<file path="src/rtl/if_unit_pkg.sv">
// Shared fetch-path widths and defaults for the instruction-fetch unit.
// Latency: n/a (types and constants only).
// Backpressure: n/a.
package if_unit_pkg;
    localparam int INST_ADDR_W = 32;
    localparam int INST_W = 32;
    localparam logic [INST_ADDR_W-1:0] DEF_RESET_PC = '0;
    localparam int DEF_PC_STEP = 4;
endpackage

</file>
<file path="src/rtl/fetch_fifo.sv">
// Generic synchronous FIFO with push/pop/flush and an occupancy count.
// Latency: a push is visible at the head on the following cycle.
// Backpressure: none internally; the writer must never push while full, and flush beats push.
module fetch_fifo #(
    parameter int WIDTH = 64,
    parameter int DEPTH = 4
) (
    input  logic                       clk,
    input  logic                       rst,
    input  logic                       push,
    input  logic [WIDTH-1:0]           wr_dat,
    input  logic                       pop,
    input  logic                       flush,
    output logic [WIDTH-1:0]           rd_dat,
    output logic                       empty,
    output logic                       full,
    output logic [$clog2(DEPTH):0]     count
);
    localparam int PTR_W = $clog2(DEPTH);

    logic [WIDTH-1:0] mem [DEPTH];
    logic [PTR_W-1:0] wr_ptr;
    logic [PTR_W-1:0] rd_ptr;
    logic             do_push;
    logic             do_pop;

    assign empty   = (count == '0);
    assign full    = (count == (PTR_W+1)'(DEPTH));
    assign do_push = push & ~flush;
    assign do_pop  = pop & ~empty & ~flush;
    assign rd_dat  = mem[rd_ptr];

    always_ff @(posedge clk) begin
        if (do_push) begin
            mem[wr_ptr] <= wr_dat;
        end
    end

    always_ff @(posedge clk or negedge rst) begin
        if (!rst) begin
            wr_ptr <= '0;
            rd_ptr <= '0;
            count  <= '0;
        end else if (flush) begin
            wr_ptr <= '0;
            rd_ptr <= '0;
            count  <= '0;
        end else begin
            if (do_push) begin
                wr_ptr <= wr_ptr + PTR_W'(1);
            end
            if (do_pop) begin
                rd_ptr <= rd_ptr + PTR_W'(1);
            end
            case ({do_push, do_pop})
                2'b10:   count <= count + (PTR_W+1)'(1);
                2'b01:   count <= count - (PTR_W+1)'(1);
                default: count <= count;
            endcase
        end
    end

    // The fetch credit scheme keeps the in-flight total at or below DEPTH.
    a_no_overflow: assert property (@(posedge clk) disable iff (!rst) !(push && full && !flush));

endmodule

</file>
<file path="src/rtl/if_unit.sv">
// Instruction fetch: drives a synchronous ROM and queues {pc, inst} for decode.
// Latency: 2 cycles from issue (or redirect) to id_valid; 1 instr/cycle sustained with DEPTH >= 4.
// Backpressure: id_ready low fills the FIFO, then issue stops; redirect flushes everything in flight.
module if_unit
    import if_unit_pkg::*;
#(
    parameter int                    ADDR_W   = INST_ADDR_W,
    parameter int                    DATA_W   = INST_W,
    parameter int                    DEPTH    = 4,
    parameter logic [ADDR_W-1:0]     RESET_PC = DEF_RESET_PC,
    parameter int                    PC_STEP  = DEF_PC_STEP
) (
    input  logic              clk,
    input  logic              rst,
    output logic              rom_en,
    output logic [ADDR_W-1:0] rom_addr,
    input  logic [DATA_W-1:0] rom_data,
    input  logic              redirect,
    input  logic [ADDR_W-1:0] redirect_pc,
    output logic              id_valid,
    input  logic              id_ready,
    output logic [ADDR_W-1:0] id_pc,
    output logic [DATA_W-1:0] id_inst
);
    localparam int CNT_W = $clog2(DEPTH) + 1;

    logic [ADDR_W-1:0]        fetch_pc;
    logic [ADDR_W-1:0]        resp_pc;
    logic                     pend;
    logic                     pop;
    logic                     issue;
    logic                     fifo_empty;
    logic                     fifo_full;
    logic [CNT_W-1:0]         fifo_count;
    logic [CNT_W:0]           credit_use;
    logic [ADDR_W+DATA_W-1:0] head;
    logic [ADDR_W-1:0]        head_pc;
    logic [DATA_W-1:0]        head_inst;

    assign id_valid = ~fifo_empty;
    assign pop      = id_valid & id_ready & ~redirect;

    // Entries already queued plus requests whose data has not landed yet.
    assign credit_use = {1'b0, fifo_count}
                      + {{CNT_W{1'b0}}, rom_en}
                      + {{CNT_W{1'b0}}, pend}
                      - {{CNT_W{1'b0}}, pop};
    assign issue = credit_use < (CNT_W+1)'(DEPTH);

    always_ff @(posedge clk or negedge rst) begin
        if (!rst) begin
            rom_en   <= 1'b0;
            rom_addr <= RESET_PC;
            fetch_pc <= RESET_PC;
            pend     <= 1'b0;
            resp_pc  <= RESET_PC;
        end else begin
            pend <= rom_en & ~redirect;
            if (rom_en) begin
                resp_pc <= rom_addr;
            end
            // A redirect ignores credit: the FIFO is emptied on this same edge.
            if (redirect) begin
                rom_en   <= 1'b1;
                rom_addr <= redirect_pc;
                fetch_pc <= redirect_pc + ADDR_W'(PC_STEP);
            end else if (issue) begin
                rom_en   <= 1'b1;
                rom_addr <= fetch_pc;
                fetch_pc <= fetch_pc + ADDR_W'(PC_STEP);
            end else begin
                rom_en   <= 1'b0;
            end
        end
    end

    fetch_fifo #(
        .WIDTH (ADDR_W + DATA_W),
        .DEPTH (DEPTH)
    ) u_fifo (
        .clk    (clk),
        .rst    (rst),
        .push   (pend),
        .wr_dat ({resp_pc, rom_data}),
        .pop    (pop),
        .flush  (redirect),
        .rd_dat (head),
        .empty  (fifo_empty),
        .full   (fifo_full),
        .count  (fifo_count)
    );

    assign {head_pc, head_inst} = head;
    assign id_pc   = id_valid ? head_pc   : '0;
    assign id_inst = id_valid ? head_inst : '0;

endmodule

</file>
<file path="config.mk">
export PLATFORM = sky130hd
export DESIGN_NAME = if_unit
export DESIGN_NICKNAME = d
export VERILOG_FILES = /design/src/rtl/if_unit_pkg.sv /design/src/rtl/fetch_fifo.sv /design/src/rtl/if_unit.sv
export SDC_FILE = /design/constraint.sdc
export NUM_CORES = 1
export LEC_CHECK = 0
export CAP_MARGIN = 20
export CORE_MARGIN = 2
export CORE_UTILIZATION = 53
export CTS_BUF_LIST = sky130_fd_sc_hd__clkbuf_8
export DETAILED_ROUTE_END_ITERATION = 16
export PLACE_DENSITY = 0.79
export REMOVE_ABC_BUFFERS = 1
export SLEW_MARGIN = 15
export SYNTH_ARGS = -nofsm -noshare
export SYNTH_HDL_FRONTEND = slang
export SYNTH_HIERARCHICAL = 1
export SYNTH_SLANG_ARGS = --single-unit
</file>
<file path="constraint.sdc">
create_clock -name clk -period 3.35 [get_ports clk]
set_input_delay 0.5025 -clock clk [delete_from_list [all_inputs] [get_ports clk]]
set_output_delay 0.5025 -clock clk [all_outputs]
set_load 0.01 [all_outputs]
</file>
==> reports/results.tsv <==
metric	value	unit
status	completed	
vias	8955	
post_drt_wl_per_cell	19.7	um
fmax	309	MHz
relSlewSlack	29.2	%
p_int	9900	uW
yosys_warnings	6	
portBuffers	165	
syn_avg_cell_area	15.9	sq um
fin_area	19100	sq um
mostFrequentLayoutCell	edfxtp_1	
core_area	28700	sq um
finalMaxSlewViolations	0	
cpPeakStageDelay	0.40	ns
htreeDepth	2	
globalplace.congestion	0.793	
clkLatencyLatePin	0.58	ns
synth.cell_area	15500	sq um
antenna_found_initial	0	
crit_slowest_cell	dfrtp_1	
grt_max_degree	136	
fin_crit_sh	96.5	%
combPwrFrac	29.0	%
cp-start-kind	flip-flop	
die-width	175	um
crit_chain	nor3_4 > inv_1 > and3_4 > ha_1 > inv_1 > ha_1 > a21o_1 > a2111oi_2 > buf_4 > a311oi_4 > buf_4 > buf_12 > buf_12 > nor4b_4 > xnor2_1 > mux2i_1	
clock_power_share	26.6	%
fin_skew	0.0153	ns
cts.path.max_buffers	3	
finalHoldViolCount	0	
diodes	0	
cp.required	3.79	ns
vias_per_cell	5.52	
layout-drive-gt1-share	21.2	%
max-vdd-ir-drop	0.458	mV
start_util	53.9	%
endpoint_kind	flip-flop	
cts_tree	done	
fillers	2024	
worst_pin_slew	1.06	ns
clk_pin_slew	0.06	ns
ios	166	
dieArea	30600	sq um
clkSinkCount	361	
dpl-instance-area	17700	sq um
crit_path_max_fanout	5	
worstPathArrival	3.68	ns
swShare	29.0	%
dp_hpwl	19100	um
multiInputGateArea	4920	sq um
cellPowerDensity	731	nW/um^2
grt_pass1_wl	50400	um
path_class	reg -> reg	
drt_iter0_drc	695	
setup_viol	0	
worstHoldPathType	in -> async	
drc_errors	0	
area_growth	23.4	%
fin_total_pwr	13900	uW
grt_usage	21.2	%
clockRootBuffer	clkbuf_8	
grt_pass1_vias	9243	
die_h	175	um
drt_wl_total	32000	um
p_seq_share	44.4	%
syn-instance-count	975	
maxCapViolations	0	
seq_area	10300	sq um
power.switching	4040	uW
numCtsBuffers	56	
p_leak	0.00673	uW
layout_common_cells	256 x edfxtp_1, 163 x clkdlybuf4s50_1, 102 x dfrtp_1, 70 x nor2b_1, 67 x clkbuf_8	
fin_crit	3.23	ns
firstDrtPassIters	5	
rows	62	
final_nets	1270	
drtAntennaViolNets	0	
grt_overflow	0	
-- routing by layer --
layer  share of wire (%)  global-route usage (%)
met5                   0                       0
met4                 1.9                    5.97
met3                 4.8                    3.35
met2                  50                    35.9
met1                  43                    28.8
-- repair_timing --
item	in CTS	in global routing
hold buffers	0	0
setup endpoints to repair	6	54
gates resized for setup	0	16
cloned	0	2
hold endpoints to repair	0	0
buffers inserted	3	8
pin swaps	0	11
-- area by class of cell --
cell class	instances	share of cell area, %
sequential	361	54.1
multi-input combinational	546	25.8
timing repair buffer	212	11.2
clock buffer	67	4.83
tap	384	2.52
clock inverter	37	1.27
inverter	15	0.295
-- critical path: cells and delay by family, from the launching register on --
family | cells | cell delay [ns]
compound gates | 3 | 0.59
flops | 1 | 0.40
mux | 1 | 0.08
fa+ha+maj | 2 | 0.53
xor+xnor | 1 | 0.15
simple gates | 3 | 0.62
buf+inv | 6 | 0.71
-- path summary, 6_finish.rpt --
path                                    to  slack, ns  depth (start not counted)            start
min reg2reg                    fetch_pc[3]       0.50                          2      fetch_pc[3]
max reg2reg                   fetch_pc[30]       0.12                         16  u_fifo/count[2]
min                            resp_pc[29]       0.03                          1              rst
max in group asynchronous     fetch_pc[16]       2.39                          2              rst
max                           fetch_pc[30]       0.12                         16  u_fifo/count[2]
min in group clk           u_fifo/count[1]       0.46                          3         redirect
-- per-stage QoR --
step / utilization, % / std cells / hold slack [ns] / setup WS [ns] / TNS (ns)
floorplan: - / 922 / 0.207 / -7.94 / -571.06
global placement: 61.6 / 1505 / 0.485 / -0.134 / -3.30
detailed placement: 61.6 / 1505 / 0.486 / -0.172 / -4.82
CTS: 65.8 / 1612 / 0.0600 / 0.0262 / 0
global route: 66.5 / 1622 / 0.0869 / -0.104 / -0.393
finish: 66.5 / 1622 / 0.0253 / 0.117 / 0
-- power groups by stage --
stage               Sequential, uW  Clock (uW)  Combinational (uW)
floorplan                     5980           0                1430
global placement              6230           0                3650
detailed placement            6280           0                3710
CTS                           6190        3790                3740
global route                  6290        3990                4360
finish                        6180        3710                4050
-- flip-flops by register name (all words and copies together) (netlist names) --
signal	flops
rom_addr	32
u_fifo/count	3
u_fifo/rd_ptr	2
resp_pc	32
fetch_pc	32
pend	1
rom_en	1
u_fifo/wr_ptr	2
u_fifo/mem	256
Power figures use the tool's default switching activity.
